**config.mk**
```make
export PLATFORM = sky130hd
export DESIGN_NAME = ad_src_ctrl
export DESIGN_NICKNAME = d
export VERILOG_FILES = /design/src/rtl/ad_pkg.sv /design/src/rtl/ad_frm_cnt.sv /design/src/rtl/ad_src_ctrl.sv
export SDC_FILE = /design/constraint.sdc
export NUM_CORES = 1
export LEC_CHECK = 0
export CORE_MARGIN = 5
export CORE_UTILIZATION = 49
export DETAILED_ROUTE_END_ITERATION = 10
export PLACE_DENSITY = 0.78
export SLEW_MARGIN = 20
export SYNTH_ARGS = -nofsm -noshare
export SYNTH_HDL_FRONTEND = slang
export SYNTH_SLANG_ARGS = --single-unit
```
**constraint.sdc**
```tcl
create_clock -name clk_sys -period 5.55 [get_ports clk_sys]
set_input_delay 0.555 -clock clk_sys [delete_from_list [all_inputs] [get_ports clk_sys]]
set_output_delay 0.555 -clock clk_sys [all_outputs]
set_load 0.01 [all_outputs]
```
**src/rtl/ad_pkg.sv**
```systemverilog
// Shared types and defaults for the ADC source controller.
// Holds the FSM state encoding, data-width and blanking defaults.
package ad_pkg;

   localparam int unsigned AD_DW        = 24;
   localparam int unsigned AD_BLANK_CYC = 16;
   localparam int unsigned FRM_W        = 16;

   typedef enum logic [1:0] {
      ST_RUN      = 2'd0,
      ST_WAIT_EOF = 2'd1,
      ST_BLANK    = 2'd2
   } ad_state_e;

endpackage

```
**src/rtl/ad_frm_cnt.sv**
```systemverilog
// Frame sample counter: flags first (sof) and last (eof) sample of a frame.
// Ports: clk_sys, rst_n, clr_i (sync clear), vld_i, frm_len_i -> sof_o, eof_o.
module ad_frm_cnt
   import ad_pkg::*;
(
   input  logic             clk_sys,
   input  logic             rst_n,
   input  logic             clr_i,
   input  logic             vld_i,
   input  logic [FRM_W-1:0] frm_len_i,
   output logic             sof_o,
   output logic             eof_o
);

   logic [FRM_W-1:0] cnt_q, cnt_d;
   logic [FRM_W-1:0] len_q, len_d;
   logic [FRM_W-1:0] cfg_len;
   logic [FRM_W-1:0] len_cur;

   // Length 0 behaves as 1 (every sample is both sof and eof).
   assign cfg_len = (frm_len_i == '0) ? FRM_W'(1) : frm_len_i;

   // A new length is only picked up at the frame boundary.
   assign len_cur = (cnt_q == '0) ? cfg_len : len_q;

   assign sof_o = vld_i && (cnt_q == '0);
   assign eof_o = vld_i && (cnt_q == len_cur - FRM_W'(1));

   always_comb begin
      cnt_d = cnt_q;
      len_d = len_q;
      if (clr_i) begin
         cnt_d = '0;
      end else if (vld_i) begin
         if (cnt_q == '0) len_d = cfg_len;
         cnt_d = eof_o ? '0 : cnt_q + FRM_W'(1);
      end
   end

   always_ff @(posedge clk_sys or negedge rst_n) begin
      if (!rst_n) begin
         cnt_q <= '0;
         len_q <= FRM_W'(1);
      end else begin
         cnt_q <= cnt_d;
         len_q <= len_d;
      end
   end

endmodule

```
**src/rtl/ad_src_ctrl.sv**
```systemverilog
// Glitch-free switch between real ADC and test-pattern sample streams,
// switching only at frame end and inserting a blanking gap.
// Ports: clk_sys, rst_n, cfg_ad_tp, cfg_frm_len, tp_*/real_* inputs,
//        ad_data/ad_vld/ad_sof, tp_en, sel_tp, sw_busy, sw_done outputs.
module ad_src_ctrl
   import ad_pkg::*;
#(
   parameter int unsigned DW        = AD_DW,
   parameter int unsigned BLANK_CYC = AD_BLANK_CYC
) (
   input  logic          clk_sys,
   input  logic          rst_n,
   input  logic [7:0]    cfg_ad_tp,
   input  logic [15:0]   cfg_frm_len,
   input  logic [DW-1:0] tp_data,
   input  logic          tp_vld,
   input  logic [DW-1:0] real_data,
   input  logic          real_vld,
   output logic [DW-1:0] ad_data,
   output logic          ad_vld,
   output logic          ad_sof,
   output logic          tp_en,
   output logic          sel_tp,
   output logic          sw_busy,
   output logic          sw_done
);

   localparam int unsigned BW = (BLANK_CYC < 2) ? 1 : $clog2(BLANK_CYC);
   localparam logic [BW-1:0] BLANK_LAST = BW'(BLANK_CYC - 1);

   ad_state_e     state_q;
   logic [BW-1:0] blank_q;
   logic          sel_tp_q;
   logic          sw_done_q;
   logic [DW-1:0] ad_data_q;
   logic          ad_vld_q;
   logic          ad_sof_q;

   logic          target;
   logic [DW-1:0] src_data;
   logic          src_vld;
   logic          pass;
   logic          blank_end;
   logic          sof;
   logic          eof;

   assign target   = (cfg_ad_tp != 8'd0);
   assign src_data = sel_tp_q ? tp_data : real_data;
   assign src_vld  = sel_tp_q ? tp_vld  : real_vld;

   // Samples are dropped for the whole blanking window.
   assign pass      = src_vld && (state_q != ST_BLANK);
   assign blank_end = (state_q == ST_BLANK) && (blank_q == BLANK_LAST);

   ad_frm_cnt u_frm_cnt (
      .clk_sys   (clk_sys),
      .rst_n     (rst_n),
      .clr_i     (blank_end),
      .vld_i     (pass),
      .frm_len_i (cfg_frm_len),
      .sof_o     (sof),
      .eof_o     (eof)
   );

   always_ff @(posedge clk_sys or negedge rst_n) begin
      if (!rst_n) begin
         state_q   <= ST_RUN;
         blank_q   <= '0;
         sel_tp_q  <= 1'b0;
         sw_done_q <= 1'b0;
         ad_data_q <= '0;
         ad_vld_q  <= 1'b0;
         ad_sof_q  <= 1'b0;
      end else begin
         sw_done_q <= 1'b0;
         ad_data_q <= src_data;
         ad_vld_q  <= pass;
         ad_sof_q  <= sof;
         unique case (state_q)
            ST_RUN: begin
               if (target != sel_tp_q) state_q <= ST_WAIT_EOF;
            end
            ST_WAIT_EOF: begin
               // A reverted request wins over a coincident eof.
               if (target == sel_tp_q) begin
                  state_q <= ST_RUN;
               end else if (eof) begin
                  state_q <= ST_BLANK;
                  blank_q <= '0;
               end
            end
            ST_BLANK: begin
               blank_q <= blank_q + BW'(1);
               if (blank_end) begin
                  sel_tp_q  <= target;
                  sw_done_q <= 1'b1;
                  state_q   <= ST_RUN;
               end
            end
            default: state_q <= ST_RUN;
         endcase
      end
   end

   // Generator is started early on a switch to test pattern and
   // stopped as soon as blanking begins on a switch back to real.
   assign tp_en   = (state_q == ST_BLANK) ? target : sel_tp_q;
   assign sw_busy = (state_q != ST_RUN);

   assign sel_tp  = sel_tp_q;
   assign sw_done = sw_done_q;
   assign ad_data = ad_data_q;
   assign ad_vld  = ad_vld_q;
   assign ad_sof  = ad_sof_q;

endmodule
```
==> reports/qor.txt, run 1 <==
cell at the slowest stage of the critical path: sky130_fd_sc_hd__and4_1
total global routing track utilization: 22.1%
final-layout worst hold slack: 377 ps
number of instances in the placed design: 587
most instantiated flip-flop cell in the synthesis netlist: sky130_fd_sc_hd__dfrtp_1
Final Slew Violations: 0
critical path start-end classification: flip-flop to flip-flop
CTS root buf: sky130_fd_sc_hd__clkbuf_8
final std cells w/o fill: 603
Total Nets Final: 573
Setup Total Neg Slack: 0 ps
power density normalized to cell area: 335 nW/um^2
number of failing setup endpoints in the final timing report: 0
Setup crit start: u_frm_cnt.cnt_q[0]$_DFFE_PN0P_
post-layout minimum cycle time: 4900 ps
transition at the pin with the smallest max-transition slack: 836 ps
fraction of synthesis flops using an asynchronous set or reset pin: 100%
vertical extent of the die: 101 um
CTS Hold Buffers Added: 0
kind of end point of the critical path: flip-flop
unrepaired setup endpoints after global routing: false
gate count of the mapped netlist: 394
number of buffers inserted during clock tree synthesis: 9
die outline area: 10100 um^2
outcome: finished, final reports clean
switching part of the total: 38.5%
most used cells in the layout excluding fill and tap cells: 104 x sky130_fd_sc_hd__clkdlybuf4s50_1, 65 x sky130_fd_sc_hd__dfrtp_1, 37 x sky130_fd_sc_hd__mux2_2
gpl congestion: 0.886
Final WS setup: 654 ps
Reg-to-Reg Start: u_frm_cnt.cnt_q[0]$_DFFE_PN0P_
number of H-tree levels: 3
worst rel slew slack: 44.3%
Bufs and invs on worst path: 1
register clock-pin slew on the reported worst setup and hold paths: 80 ps
data arrival time of the worst path: 5100 ps
detail-routed net length per standard cell: 17.6 um
share of cells above drive strength 1: 16.1%
Post-Route WL: 10600 um
number of antenna violations at the first check in global routing: 0
Static Leak: 2.14 nW
buffers inserted by post-CTS timing repair: 0
area growth from synthesis to final layout: 31.7%
Port Buffers: 105
# DRC: 0
CTS tree: done
Placement Cell Area: 5130 um^2
portion of the post-synthesis area used by sequential elements: 41.0%
post-synthesis sequential element count: 66
Resize count post-CTS: 0
boundary pin count: 106
warning count from the yosys run: 0
number of antenna-violating nets in the routed design: 0
vias post-DR: 3495
syn nets: 474
antenna cell count: 0
final clock period utilization by the worst path: 88.2%
first-pass iteration count of the detailed router: 5
core region area: 8130 um^2
f_max: 0.204 GHz
overflow left after global routing: 0
maximum clock insertion buffer count: 2
mean cell area of the mapped netlist: 10.2 um^2
leading cell type in the layout, fill and taps excluded: sky130_fd_sc_hd__clkdlybuf4s50_1
wire length of the first global-routing pass: 17700 um
Avg Vias per Cell: 5.80
startpoint kind of the worst setup timing path: flip-flop
number of library cell types mapped by synthesis: 56
violation count after the first detailed-routing iteration: 218
Hold Vio Cnt, Final: 0
biggest fanout along the worst timing path: 14
vias in the first global route: 3677
Hold Path Class: input port to async pin
largest area contributor in the synthesized netlist: sky130_fd_sc_hd__dfrtp_1
clock share of power: 20.6%
cell breakdown of the critical path: inv_1 -> ha_1 -> nor4b_4 -> nand4_2 -> mux2i_1 -> ha_1 -> or4b_4 -> or4b_4 -> nand4b_1 -> a21oi_1 -> o32a_1 -> nor4_1 -> and4_1 -> nor2_1
share of power burned in registers: 40.1%
total of max-cap violations: 0
Die Span X: 101 um
number of flops mapped to enable cells by yosys: 0
combinational cell fraction of total power: 39.3%
kind of cell adding the most delay to the critical path: simple AND/OR/NAND/NOR gates
worst slack, placed: 666 ps
cell types with the largest area share after synthesis: sky130_fd_sc_hd__dfrtp_1 40%, sky130_fd_sc_hd__mux2_2 10%, sky130_fd_sc_hd__xnor2_1 5.2%
number of rows created at floorplan: 33
DP Wirelength: 7890 um
maximum number of pins on one net before global-route repair: 67
Max Clock Skew: 6.28 ps
Critical Path RT: 5750 ps
fraction of post-synthesis cell area in the top cell type by area: 40.4%
clock latency at the later pin of the worst-skew pair: 350 ps
delay of the slowest cell on the worst path: 680 ps
NetSw: 683 uW
peak supply drop: 0.000148 V
Synth Cell Area: 4030 um^2
final design instance area without fill: 5310 um^2
starting utilization of the core area: 49.5%
number of sinks on the clock net: 66
Power Internal: 1.09 mW
==> per-stage QoR <==
stage	utilization [%]	power (mW)
after floorplan	-	1.19
final	65.3	1.78
after CTS	65.3	1.78
after detailed placement	63.1	1.40
after global placement	63.1	1.38
after global routing	65.3	1.90
==> logic make-up (layout without fill, tap and decap cells) <==
logic type | count (synthesis) | in the layout | synth area share, %
mux | 49 | 49 | 13.3
compound gates | 55 | 55 | 9.16
flops | 66 | 66 | 41.0
fa+ha+maj | 4 | 4 | 1.24
buf+inv | 31 | 135 | 3.60
simple gates | 150 | 150 | 23.2
xor+xnor | 39 | 39 | 8.48
==> cell type report <==
cell class | count | area, um^2
fill | 643 | 2830
multi-input combinational | 297 | 2230
sequential | 66 | 1650
timing repair buffer | 109 | 1080
tap | 105 | 131
clock buffer | 9 | 124
clock inverter | 7 | 53.8
inverter | 10 | 37.5
==> path summary, 6_finish.rpt <==
| check | cells after the start | slack (ps) | endpoint |
|---|---|---|---|
| hold reg to reg | 2 | 510 | u_frm_cnt.len_q[0]$_DFFE_PN1P_ |
| min in group clk_sys | 2 | 510 | u_frm_cnt.len_q[0]$_DFFE_PN1P_ |
| max in group asynchronous | 2 | 4620 | sw_done$_DFF_PN0_ |
| setup reg to reg | 14 | 650 | u_frm_cnt.cnt_q[15]$_DFFE_PN0P_ |
| hold / removal | 2 | 380 | u_frm_cnt.len_q[7]$_DFFE_PN0P_ |
| setup / recovery | 14 | 650 | u_frm_cnt.cnt_q[15]$_DFFE_PN0P_ |
==> sequential cells by signal, indices dropped and copies added, names as in the netlist <==
name and flops:
ad_data 24, ad_vld 1, sw_done 1, blank_q 4, sel_tp 1, ad_sof 1, u_frm_cnt.len_q 16, u_frm_cnt.cnt_q 16
state_q 2
==> worst register-to-register path: stages, from the launching register on <==
cell and delay (ps):
sky130_fd_sc_hd__dfrtp_1 510, sky130_fd_sc_hd__inv_1 110, sky130_fd_sc_hd__ha_1 150, sky130_fd_sc_hd__nor4b_4 320
sky130_fd_sc_hd__nand4_2 370, sky130_fd_sc_hd__mux2i_1 310, sky130_fd_sc_hd__ha_1 380, sky130_fd_sc_hd__or4b_4 520
sky130_fd_sc_hd__or4b_4 500, sky130_fd_sc_hd__nand4b_1 110, sky130_fd_sc_hd__a21oi_1 80, sky130_fd_sc_hd__o32a_1 360
sky130_fd_sc_hd__nor4_1 250, sky130_fd_sc_hd__and4_1 680, sky130_fd_sc_hd__nor2_1 110
==> power by group through the flow <==
| stage | registers [mW] | clock network, mW | logic, mW |
|---|---|---|---|
| after CTS | 0.706 | 0.376 | 0.697 |
| after global routing | 0.727 | 0.399 | 0.772 |
| after global placement | 0.709 | 0 | 0.672 |
| final | 0.712 | 0.366 | 0.699 |
| after floorplan | 0.656 | 0 | 0.533 |
| after detailed placement | 0.714 | 0 | 0.691 |
==> layer usage <==
layer	track usage (%)	wire length, um	up-vias
met5	0	0	-
met2	37.1	5160	149
met1	25.7	4130	1677
li1	-	-	1642
met4	8.60	292	0
met3	8.03	1000	27
==> cell usage after synthesis (9+ instances only) <==
| library cell | number |
|---|---|
| sky130_fd_sc_hd__dfrtp_1 | 65 |
| sky130_fd_sc_hd__mux2_2 | 37 |
| sky130_fd_sc_hd__xnor2_1 | 24 |
| sky130_fd_sc_hd__nor2_1 | 23 |
| sky130_fd_sc_hd__nand2_1 | 21 |
| sky130_fd_sc_hd__nand3_1 | 20 |
| sky130_fd_sc_hd__nor3_1 | 15 |
| sky130_fd_sc_hd__xor2_1 | 15 |
| sky130_fd_sc_hd__clkbuf_1 | 13 |
| sky130_fd_sc_hd__mux2i_1 | 12 |
| sky130_fd_sc_hd__a21oi_1 | 11 |
| sky130_fd_sc_hd__o21ai_0 | 11 |
| sky130_fd_sc_hd__inv_1 | 10 |
| sky130_fd_sc_hd__nand4_1 | 9 |
| sky130_fd_sc_hd__nor3_2 | 9 |
Power figures use the tool's default switching activity.
==> run 2: changes to the inputs <==
CTS_CLUSTER_DIAMETER = 200   (was unset)
==> results of run 2 <==
Same layout as run 1: the final DEF is identical, and so are final timing and power.
==> run 3: changes to the inputs <==
CORE_UTILIZATION = 51   (was 49)
CTS_BUF_LIST = sky130_fd_sc_hd__clkbuf_4   (was unset)
PLACE_DENSITY = 0.81   (was 0.78)
==> run 3 against run 2 <==
First-iteration DRC count up 30%. Sequential share of layout area up 0.30 points. Setup slack worse by 110 ps. Wire length down 0.60%. Via count down 0.94%. Register-to-register slack worse by 110 ps. Sequential power about the same. Clock power down 13%. Die area down 3.5%. Largest cell class unchanged.
==> reports/qor.txt, run 3 (synthesis results as in run 1) <==
Final Slew Violations: 0 (unchanged)
Power Internal: 1.07 mW (-2.3%)
share of cells above drive strength 1: 15.7% (-0.37 points)
wire length of the first global-routing pass: 17300 um (-2.2%)
startpoint kind of the worst setup timing path: flip-flop
total of max-cap violations: 0 (unchanged)
switching part of the total: 38.5% (+0.066 points)
Max Clock Skew: 22.4 ps (+16.1 ps)
number of instances in the placed design: 584 (-0.51%)
CTS root buf: sky130_fd_sc_hd__clkbuf_4
CTS tree: done
die outline area: 9780 um^2 (-3.5%)
f_max: 0.200 GHz (-2.2%)
gpl congestion: 0.920 (+3.8%)
Hold Path Class: input port to async pin
Critical Path RT: 5810 ps (+60 ps)
maximum number of pins on one net before global-route repair: 67 (unchanged)
power density normalized to cell area: 330 nW/um^2 (-1.3%)
number of H-tree levels: 3 (unchanged)
combinational cell fraction of total power: 40.7% (+1.4 points)
clock latency at the later pin of the worst-skew pair: 420 ps (+70 ps)
maximum clock insertion buffer count: 2 (unchanged)
first-pass iteration count of the detailed router: 5 (unchanged)
Total Power: 1.74 mW (-2.2%)
final std cells w/o fill: 599 (-0.66%)
number of buffers inserted during clock tree synthesis: 9 (unchanged)
peak supply drop: 0.000127 V (-15%)
boundary pin count: 106 (unchanged)
final clock period utilization by the worst path: 90.2% (+2.0 points)
NetSw: 669 uW (-2.0%)
Setup Total Neg Slack: 0 ps (unchanged)
register clock-pin slew on the reported worst setup and hold paths: 130 ps (+50 ps)
Die Span X: 98.9 um (-1.8%)
Total Nets Final: 573 (unchanged)
leading cell type in the layout, fill and taps excluded: sky130_fd_sc_hd__clkdlybuf4s50_1
core region area: 7730 um^2 (-5.0%)
detail-routed net length per standard cell: 17.6 um (about the same)
# DRC: 0 (unchanged)
antenna cell count: 0 (unchanged)
critical path start-end classification: flip-flop to flip-flop
share of power burned in registers: 40.9% (+0.8 points)
final-layout worst hold slack: 315 ps (-62.4 ps)
starting utilization of the core area: 52.2% (+2.6 points)
violation count after the first detailed-routing iteration: 284 (+30%)
number of sinks on the clock net: 66 (unchanged)
kind of end point of the critical path: flip-flop
total global routing track utilization: 21.8% (-0.35 points)
worst rel slew slack: 44.7% (+0.48 points)
Avg Vias per Cell: 5.78 (-0.28%)
max reg flops: 24 (unchanged)
Hold Vio Cnt, Final: 0 (unchanged)
DP Wirelength: 7860 um (-0.33%)
vertical extent of the die: 98.9 um (-1.8%)
most used cells in the layout excluding fill and tap cells: 104 x sky130_fd_sc_hd__clkdlybuf4s50_1, 65 x sky130_fd_sc_hd__dfrtp_1, 37 x sky130_fd_sc_hd__mux2_2
transition at the pin with the smallest max-transition slack: 829 ps (-7.18 ps)
unrepaired setup endpoints after global routing: false
vias in the first global route: 3576 (-2.7%)
outcome: finished, final reports clean
biggest fanout along the worst timing path: 14 (unchanged)
area growth from synthesis to final layout: 30.5%
overflow left after global routing: 0 (unchanged)
data arrival time of the worst path: 5270 ps (+170 ps)
Post-Route WL: 10500 um (-0.60%)
vias post-DR: 3462 (-0.94%)
number of antenna violations at the first check in global routing: 0 (unchanged)
Port Buffers: 105 (unchanged)
clock share of power: 18.4% (-2.2 points)
Resize count post-CTS: 0 (unchanged)
CTS Hold Buffers Added: 0 (unchanged)
number of antenna-violating nets in the routed design: 0 (unchanged)
post-layout minimum cycle time: 5000 ps (+109 ps)
number of failing setup endpoints in the final timing report: 0 (unchanged)
number of rows created at floorplan: 32 (-3.0%)
Static Leak: 2.13 nW (-0.39%)
buffers inserted by post-CTS timing repair: 0 (unchanged)
## run 3: cell count changes in the layout (fill, tap and decap cells not counted), sizes merged
cell | before | now
clkinv | 2 | 4
bufinv | 0 | 1
clkinvlp | 3 | 0
inv | 12 | 10
clkbuf | 9 | 10
## run 3: layout make-up
class                      count  area (um^2)
fill                         582         2470
multi-input combinational    297         2230
sequential                    66         1650
timing repair buffer         109         1080
tap                          102          128
clock buffer                  10         75.1
clock inverter                 5         56.3
inverter                      10         37.5
## run 3: power by group through the flow
stage | combinational (mW) | sequential, mW | clock, mW
2_1_floorplan | 0.533 | 0.656 | 0
3_3_place_gp | 0.670 | 0.710 | 0
3_5_place_dp | 0.693 | 0.715 | 0
4_1_cts | 0.699 | 0.705 | 0.327
5_1_grt | 0.768 | 0.724 | 0.348
6_report | 0.706 | 0.711 | 0.320
## run 3: final timing paths
kind	start	end	slack, ps	cells past startpoint
hold / removal	rst_n	u_frm_cnt.len_q[11]$_DFFE_PN0P_	310	2
max in group asynchronous	rst_n	u_frm_cnt.cnt_q[6]$_DFFE_PN0P_	4690	2
hold reg to reg	u_frm_cnt.len_q[0]$_DFFE_PN1P_	u_frm_cnt.len_q[0]$_DFFE_PN1P_	520	2
min in group clk_sys	u_frm_cnt.len_q[0]$_DFFE_PN1P_	u_frm_cnt.len_q[0]$_DFFE_PN1P_	520	2
setup reg to reg	u_frm_cnt.cnt_q[0]$_DFFE_PN0P_	u_frm_cnt.cnt_q[4]$_DFFE_PN0P_	550	14
setup / recovery	u_frm_cnt.cnt_q[0]$_DFFE_PN0P_	u_frm_cnt.cnt_q[4]$_DFFE_PN0P_	550	14
## run 3: per-layer routing
layer	share of wire [%]	track usage [%]	up-vias
met5	0	0	-
met4	1.5	6.62	0
li1	-	-	1642
met2	49	36.8	171
met1	39	26.0	1628
met3	10	7.78	21
## run 3: critical path: stages, from the launching register on
cell	delay [ps]
sky130_fd_sc_hd__dfrtp_1	520
sky130_fd_sc_hd__inv_1	100
sky130_fd_sc_hd__ha_1	150
sky130_fd_sc_hd__nor4b_4	350
sky130_fd_sc_hd__nand4_2	390
sky130_fd_sc_hd__mux2i_1	320
sky130_fd_sc_hd__ha_1	400
sky130_fd_sc_hd__or4b_4	520
sky130_fd_sc_hd__or4b_4	500
sky130_fd_sc_hd__nand4b_1	110
sky130_fd_sc_hd__a21oi_1	80
sky130_fd_sc_hd__o32a_1	350
sky130_fd_sc_hd__nor4_1	260
sky130_fd_sc_hd__and4_1	670
sky130_fd_sc_hd__nor3_1	120
## run 3: metrics by stage
stage               util (%)  area [um^2]  setup slack [ps]
CTS                     68.0         5260               595
global placement        66.3         5130               762
global route            68.0         5260               276
floorplan                  -         4030              1230
finish                  68.0         5260               545
detailed placement      66.3         5130               659
